<file path="config.mk">
export PLATFORM = sky130hd
export DESIGN_NAME = ps2_letter_ctrl
export DESIGN_NICKNAME = d
export VERILOG_FILES = /design/src/rtl/ps2_pkg.sv /design/src/rtl/ps2_rx.sv /design/src/rtl/ps2_letter_ctrl.sv
export SDC_FILE = /design/constraint.sdc
export NUM_CORES = 1
export LEC_CHECK = 0
export BUFFER_PORTS_ARGS = -buffer_cell sky130_fd_sc_hd__buf_4
export CORE_MARGIN = 4
export CORE_UTILIZATION = 45
export CTS_CLUSTER_SIZE = 14
export DETAILED_ROUTE_END_ITERATION = 10
export MAX_ROUTING_LAYER = met4
export PLACE_DENSITY = 0.66
export SYNTH_ARGS = -nofsm -noshare
export SYNTH_HDL_FRONTEND = slang
export SYNTH_HIERARCHICAL = 1
export SYNTH_SLANG_ARGS = --single-unit
</file>
<file path="constraint.sdc">
create_clock -name clock -period 3 [get_ports clock]
set_clock_uncertainty 0.2 [all_clocks]
set_input_delay 0.15 -clock clock [delete_from_list [all_inputs] [get_ports clock]]
set_output_delay 0.15 -clock clock [all_outputs]
set_load 0.01 [all_outputs]
</file>
<file path="src/rtl/ps2_pkg.sv">
// Shared constants, state encodings and scan-code helpers
// for the PS/2 letter front end.
package ps2_pkg;

  localparam logic [7:0] BREAK_CODE = 8'hF0;
  localparam logic [7:0] EXT_CODE   = 8'hE0;

  typedef enum logic [1:0] {
    RX_IDLE,
    RX_DATA,
    RX_PARITY,
    RX_STOP
  } rx_state_e;

  typedef enum logic [1:0] {
    D_IDLE,
    D_BREAK,
    D_EXT,
    D_EXT_BREAK
  } dec_state_e;

  function automatic logic is_letter(input logic [7:0] c);
    return c inside {
      8'h1C, 8'h32, 8'h21, 8'h23, 8'h24, 8'h2B,
      8'h34, 8'h33, 8'h43, 8'h3B, 8'h42, 8'h4B,
      8'h3A, 8'h31, 8'h44, 8'h4D, 8'h15, 8'h2D,
      8'h1B, 8'h2C, 8'h3C, 8'h2A, 8'h1D, 8'h22,
      8'h35, 8'h1A
    };
  endfunction

endpackage

</file>
<file path="src/rtl/ps2_rx.sv">
// PS/2 frame receiver: pin synchronizers, 11-bit frame FSM,
// odd-parity check and inter-edge watchdog.
module ps2_rx
  import ps2_pkg::*;
#(
  parameter int TIMEOUT_CYCLES = 50000
) (
  input  logic       clock,
  input  logic       reset_L,
  input  logic       ps2_clk,
  input  logic       ps2_data,
  output logic       byte_valid,
  output logic [7:0] rx_byte,
  output logic       frame_err
);

  localparam int WW = $clog2(TIMEOUT_CYCLES + 1);

  logic [2:0]    clk_s;
  logic [1:0]    dat_s;
  rx_state_e     st;
  logic [2:0]    cnt;
  logic [7:0]    sh;
  logic          par_ok;
  logic [WW-1:0] wd;
  logic          fall;
  logic          bit_in;
  logic          timeout;

  // clk_s[2] is the previous synchronized level, used for edge detect
  assign fall    = clk_s[2] & ~clk_s[1];
  assign bit_in  = dat_s[1];
  assign timeout = (st != RX_IDLE) && !fall &&
                   (wd == WW'(TIMEOUT_CYCLES - 1));

  always_ff @(posedge clock or negedge reset_L) begin
    if (!reset_L) begin
      clk_s      <= '0;
      dat_s      <= '0;
      st         <= RX_IDLE;
      cnt        <= '0;
      sh         <= '0;
      par_ok     <= 1'b0;
      wd         <= '0;
      byte_valid <= 1'b0;
      rx_byte    <= '0;
      frame_err  <= 1'b0;
    end else begin
      clk_s      <= {clk_s[1:0], ps2_clk};
      dat_s      <= {dat_s[0], ps2_data};
      byte_valid <= 1'b0;
      frame_err  <= 1'b0;

      if (fall || st == RX_IDLE) wd <= '0;
      else                       wd <= wd + 1'b1;

      if (timeout) begin
        st        <= RX_IDLE;
        frame_err <= 1'b1;
      end else if (fall) begin
        unique case (st)
          RX_IDLE: begin
            if (!bit_in) begin
              st  <= RX_DATA;
              cnt <= '0;
              sh  <= '0;
            end
          end
          RX_DATA: begin
            sh  <= {bit_in, sh[7:1]};
            cnt <= cnt + 1'b1;
            if (cnt == 3'd7) st <= RX_PARITY;
          end
          RX_PARITY: begin
            par_ok <= (^sh) ^ bit_in;
            st     <= RX_STOP;
          end
          RX_STOP: begin
            if (bit_in && par_ok) begin
              byte_valid <= 1'b1;
              rx_byte    <= sh;
            end else begin
              frame_err <= 1'b1;
            end
            st <= RX_IDLE;
          end
          default: st <= RX_IDLE;
        endcase
      end
    end
  end

endmodule

</file>
<file path="src/rtl/ps2_letter_ctrl.sv">
// Make/break decoder, single-entry key slot toward the core
// and the two seven-segment display latches.
module ps2_letter_ctrl
  import ps2_pkg::*;
#(
  parameter int TIMEOUT_CYCLES = 50000
) (
  input  logic       clock,
  input  logic       reset_L,
  input  logic       ps2_clk,
  input  logic       ps2_data,
  output logic       key_valid,
  output logic [7:0] key_code,
  input  logic       key_ready,
  input  logic       enc_valid,
  input  logic [7:0] enc_code,
  output logic [7:0] disp_in_code,
  output logic       disp_in_en,
  output logic [7:0] disp_out_code,
  output logic       disp_out_en,
  output logic       frame_err,
  output logic       overrun
);

  logic       byte_valid;
  logic [7:0] rx_byte;
  dec_state_e dst;
  logic [7:0] held;
  logic       retire;
  logic       load;

  ps2_rx #(
    .TIMEOUT_CYCLES(TIMEOUT_CYCLES)
  ) u_rx (
    .clock     (clock),
    .reset_L   (reset_L),
    .ps2_clk   (ps2_clk),
    .ps2_data  (ps2_data),
    .byte_valid(byte_valid),
    .rx_byte   (rx_byte),
    .frame_err (frame_err)
  );

  // held suppresses typematic repeats until the matching break
  always_comb begin
    retire = key_valid && key_ready;
    load   = byte_valid && (dst == D_IDLE) &&
             is_letter(rx_byte) && (rx_byte != held);
  end

  always_ff @(posedge clock or negedge reset_L) begin
    if (!reset_L) begin
      dst           <= D_IDLE;
      held          <= '0;
      key_valid     <= 1'b0;
      key_code      <= '0;
      overrun       <= 1'b0;
      disp_in_code  <= '0;
      disp_in_en    <= 1'b0;
      disp_out_code <= '0;
      disp_out_en   <= 1'b0;
    end else begin
      overrun <= 1'b0;

      if (retire) key_valid <= 1'b0;
      if (load) begin
        if (!key_valid || retire) begin
          key_code  <= rx_byte;
          key_valid <= 1'b1;
        end else begin
          overrun <= 1'b1;
        end
      end

      if (enc_valid && is_letter(enc_code)) begin
        disp_out_code <= enc_code;
        disp_out_en   <= 1'b1;
      end
      // a fresh key press blanks the lamp until the core answers
      if (retire) begin
        disp_in_code <= key_code;
        disp_in_en   <= 1'b1;
        disp_out_en  <= 1'b0;
      end

      if (byte_valid) begin
        unique case (dst)
          D_IDLE: begin
            unique case (1'b1)
              rx_byte == BREAK_CODE: dst <= D_BREAK;
              rx_byte == EXT_CODE:   dst <= D_EXT;
              default: if (load) held <= rx_byte;
            endcase
          end
          D_BREAK: begin
            if (rx_byte == held) held <= '0;
            dst <= D_IDLE;
          end
          D_EXT: begin
            dst <= (rx_byte == BREAK_CODE) ? D_EXT_BREAK : D_IDLE;
          end
          D_EXT_BREAK: dst <= D_IDLE;
          default:     dst <= D_IDLE;
        endcase
      end
    end
  end

endmodule

</file>
Word-level counts from Yosys, hierarchy flattened
Index checks and enable logic that the tools add are counted.
{ "word_totals": {"reg_bits": 83, "input_bits": 14, "out_inout_bits": 29} }
{ "op_classes": {"reduce_logical": 31, "n_mux": 32, "add_sub_neg": 2, "bitwise_logic": 4, "eq_ne": 71} }
{ "op_table": {"columns": ["op", "n"], "rows": [
  ["$eq 8x6->1 const B", 32],
  ["$eq 8x5->1 const B", 10],
  ["$eq 8x7->1 const B", 10],
  ["$reduce_bool 26->1", 2],
  ["$mux 8", 4],
  ["$pmux 8 s2", 2],
  ["$add 16x1->16 const B", 1],
  ["$eq 16x16->1 const B", 1],
  ["$eq 8x8->1 const B", 2],
  ["$mux 16", 1],
  ["$mux 1", 15],
  ["$mux 2", 5],
  ["$reduce_bool 2->1", 5],
  ["$eq 2x2->1 const B", 4],
  ["$eq 8x8->1", 1],
  ["$logic_and 1x1->1", 8],
  ["$ne 2x2->1 const B", 4],
  ["$ne 8x8->1", 1],
  ["$pmux 2 s4", 1],
  ["$reduce_and 4->1", 2],
  ["$reduce_xor 8->1", 1],
  ["$ne 3x1->1 const B", 2],
  ["$pmux 2 s3", 1],
  ["$pmux 3 s2", 1],
  ["16 further kinds", 24]
]} }

Longest topological paths before layout
{ "logic_depth": {"word_depth": 7, "mapped_depth": 8, "depth_no_buf": 6} }

Cells and area by module
Netlist, hierarchy kept.
{ "by_module_without_submodules": {"columns": ["module", "n_inst", "area_per_inst_um2", "cells_per_inst"], "rows": [
  ["ps2_rx", 1, 2006.9, 166],
  ["ps2_letter_ctrl", 1, 1964.4, 165]
]} }

Least setup slack after synthesis
No wires, ideal clock.
{ "synth_path": {"kind": "reg2reg", "startpoint": "reg u_rx.rx_byte[5]", "endpoint": "reg key_code[0]", "arrival_ns": 1.924, "slack_ns": 0.751, "path_buffers": 1, "stages_incl_launch_ff": 8, "cell_sequence": "dfrtp_1 buf_4 nor4bb_1 a31oi_1 o221a_1 o211a_1 a21oi_4 mux2_4"} }
{ "synth_via": {"elab_chain_cells": 5} }
{ "synth_lines": {"columns": ["element", "line", "source"], "rows": [
  ["start, declared", "ps2_rx.sv:13", "output logic [7:0] rx_byte,"],
  ["start signal, assigned", "ps2_rx.sv:81", "rx_byte <= sh;"],
  ["$eq 8x5->1 (tied with other cells)", "ps2_pkg.sv:23", "return c inside {"],
  ["$reduce_bool 26->1", "ps2_pkg.sv:23", null],
  ["$logic_and 1x1->1", "ps2_letter_ctrl.sv:47", "load = byte_valid && (dst == D_IDLE) &&"],
  ["$logic_and 1x1->1 (*)", "ps2_letter_ctrl.sv:48", "is_letter(rx_byte) && (rx_byte != held);"],
  ["$reduce_and 2->1 (no source line) (*)", null, null],
  ["end signal, assigned", "ps2_letter_ctrl.sv:68", "key_code <= rx_byte;"],
  ["end, declared", "ps2_letter_ctrl.sv:13", "output logic [7:0] key_code,"]
]} }
Every way passes the cells marked *; elsewhere a longest branch is shown, timed or not.
A chain may end at the register's enable or synchronous reset.

Worst setup path in the final report
{ "layout_path": {"startpoint": "reg u_rx.rx_byte[3]", "endpoint": "reg key_code[1]"} }
Same word-level chain as after synthesis.

==> flow_summary.toml <==
[placement]
pre_cts_ws_ns = 0.541
dpl.cell_count = 467
hpwl_mm = 4.71
portBuffers = 42
gp_congestion = 0.799

[clock_tree]
cts_setup_buffers = 0
clock-sinks = 83
cts_resized = 0
cts_made_buffers = 9
cts_tree = "built"
cts_buffer_depth = 2
h-tree-depth = 3
cts_root_buffer = "clkbuf_8"
clk_latency_ns = 0.35
clk_pin_slew_ns = 0.08

[layout]
n_fill_cell = 757
multi_input_area_mm2 = 0.00176
instances_no_fill = 494
nets = 403
drive_above_1_share = 0.262
final_common_cell = "dfrtp_1"
area_growth_pct = 17.9
antennaDiodeCount = 0
final_cell_mix = "dfrtp_1 (83), buf_4 (42), mux2_2 (23), nor2_1 (20), nand2_1 (20)"
ff_latch_area_mm2 = 0.00208

[logic_synthesis]
async_flop_share = 1.00
syn_nets = 353
syn_inst = 331
postSynthAreaPerCell_um2 = 12.0
synth_fa_ha_area_frac = 0.0252
synth_xor_area_frac = 0.0627
ys.flop_type = "dfrtp_1"
synth_top_family_by_area = "simple AND/OR/NAND/NOR gates"
synth_mux_area_frac = 0.0904
netlist_area_mm2 = 0.00397
synth_edf_count = 0
synth-compound-area-share = 0.122
ys_ff_latch = 83
yosys_warnings = 6
ys_seq_area_frac = 0.523
synth-simple-area-share = 0.144
synth_cell_types = 62

[pwr]
pwr-share-comb = 0.171
irDropWorstVdd_v = 0.000337
p_switching_mw = 0.723
internal_power_mw = 2.00
swShare = 0.266
power_frac_clock = 0.348
total_leakage_power_nw = 2.22
power_mw = 2.72
p_per_area_mw_per_mm2 = 581
seqPwrFrac = 0.480

[global_route]
grt_pass1_wl_mm = 12.0
met3_usage = 0.0253
grtUsageTotal = 0.147
met1_usage = 0.195
first_global_vias = 2600
grt_util_met2 = 0.231
antenna_found_initial = 0
grt_max_degree = 84
gr-total-overflow = 0
top_usage_layer = "met2"

[route]
wl_per_cell_um = 14.2
drt_pass1_iterations = 4
routed_wl_mm = 7.02
routed-via-count = 2662
drc = 0
ant_nets = 0
viasPerCell = 5.39
drt_iter0_markers = 146

[setup_path]
critPathMaxFanout = 14
r2r_cells = 6
worstSetupStartpointType = "register"
critPathKind = "reg2reg"
cp-startpoint = "u_rx/rx_byte[3]$_DFFE_PN0P_"
r2r-end = "key_code[1]$_DFFE_PN0P_"
rrSetupSlack_ns = 0.50
crit_end = "key_code[1]$_DFFE_PN0P_"
worst_r2r_startpoint = "u_rx/rx_byte[3]$_DFFE_PN0P_"
endpoint_kind = "register"
crit_arrival_ns = 2.53
cp.required_ns = 3.03

[timing]
setup_viol = 0
rsz0062_at_grt = "false"
fmax_mhz = 399
layout_setup_ws_ns = 0.497
maxSlewHeadroom = 0.315
hold_viol_final = 0
period_share = 0.834
slew_viol_final = 0
tns_ns = 0
min_period_ns = 2.50
worst_pin_slew_ns = 1.03

[worst_hold_path]
worst_hold_path_type = "reg2reg"

[die]
num_rows = 34
die_x_um = 102
start_util = 0.460
fp.dieH_um = 102
io_pins = 43
dieArea_mm2 = 0.0104
coreArea_mm2 = 0.00864

[flow_run]
cap_violations = 0

[run_status]
outcome = "finished clean"
==> worst min-delay path by stage <==
stage / end / slack [ns] / from / cells past startpoint
global route: u_rx/dat_s[1]$_DFF_PN0_ / 0.17 / u_rx/dat_s[0]$_DFF_PN0_ / 0
CTS: u_rx/dat_s[1]$_DFF_PN0_ / 0.16 / u_rx/dat_s[0]$_DFF_PN0_ / 0
floorplan: disp_in_code[0]$_DFFE_PN0P_ / -0.35 / reset_L / 0
finish: u_rx/dat_s[1]$_DFF_PN0_ / 0.15 / u_rx/dat_s[0]$_DFF_PN0_ / 0
detailed placement: u_rx/dat_s[0]$_DFF_PN0_ / 0.06 / ps2_data / 1
global placement: u_rx/dat_s[0]$_DFF_PN0_ / 0.06 / ps2_data / 1
==> power by group through the flow <==
stage | combinational, mW | sequential (mW) | clock [mW]
6_report | 0.466 | 1.31 | 0.947
4_1_cts | 0.474 | 1.31 | 0.978
3_5_place_dp | 0.460 | 1.33 | 0
3_3_place_gp | 0.445 | 1.32 | 0
5_1_grt | 0.534 | 1.32 | 1.02
2_1_floorplan | 0.308 | 1.32 | 0
==> layer usage <==
| layer | part of all wire | vias up |
|---|---|---|
| met2 | 0.46 | 46 |
| met4 | 0.012 | 0 |
| met3 | 0.047 | 7 |
| li1 | - | 1286 |
| met1 | 0.49 | 1323 |
| met5 | 0 | - |
==> critical path, stage by stage, from the launching register on <==
cell and delay [ns]:
dfrtp_1 0.64, nor4bb_1 0.29, a31oi_1 0.07, o221a_1 0.29, o211a_1 0.26, a21oi_4 0.31, mux2_4 0.33
==> what timing repair did <==
action,4_1_cts,5_1_grt
hold buffers,11,0
hold endpoints to repair,94,0
endpoints found under the setup margin,0,0
==> registers in the layout, indices dropped and copies added, names as in the netlist, 2 cells and up <==
name           count
u_rx/wd           16
disp_in_code       8
disp_out_code      8
held               8
key_code           8
u_rx/rx_byte       8
u_rx/sh            8
u_rx/clk_s         3
u_rx/cnt           3
dst                2
u_rx/dat_s         2
u_rx/st            2
==> logic make-up after synthesis <==
family                   count (synthesis)
multiplexers                            30
adder cells (fa/ha/maj)                  8
AND/OR/NAND/NOR                        100
flip-flops                              83
XOR/XNOR                                26
buffers and inverters                   25
AO/OA/AOI/OAI                           59
==> layout make-up <==
class                           instances  share of cell area
Sequential cell                        83               0.444
Multi-Input combinational cell        223               0.377
Timing Repair Buffer                   53              0.0909
Tap cell                              108              0.0289
Clock buffer                            9              0.0265
Clock inverter                          7              0.0249
Inverter                               11             0.00882
==> metrics by stage <==
step	util	cell area [µm²]	hold slack, ns
finish	0.542	4680	0.154
global placement	0.502	4330	0.0594
CTS	0.542	4680	0.159
floorplan	-	3970	-0.346
global route	0.542	4680	0.174
detailed placement	0.502	4330	0.0606
==> synthesized netlist by cell type (2+ instances only) <==
cell type,n,share of area
a22o_1,18,0.040
a21oi_1,8,0.010
nand2b_1,8,0.013
xor2_1,17,0.037
clkbuf_1,3,0.0028
buf_6,2,0.0057
and4_1,2,0.0044
mux2_4,6,0.023
a31oi_1,2,0.0032
nand4_1,6,0.0095
xnor2_1,7,0.015
nor3_1,2,0.0025
nor4_1,4,0.0063
dfrtp_1,83,0.52
buf_4,5,0.0095
o21ai_1,2,0.0025
nand2_1,20,0.019
or3_1,5,0.0079
buf_2,3,0.0038
nor2_1,20,0.019
a21boi_0,2,0.0038
and2_1,6,0.0095
nor2b_1,5,0.0079
nor4b_1,2,0.0044
inv_1,11,0.010
o22ai_1,3,0.0047
ha_1,8,0.025
mux2_2,23,0.065
o21ai_0,7,0.0088
o32ai_1,2,0.0044
nand3_1,8,0.010
No activity file was read; power rests on OpenSTA's default activity.
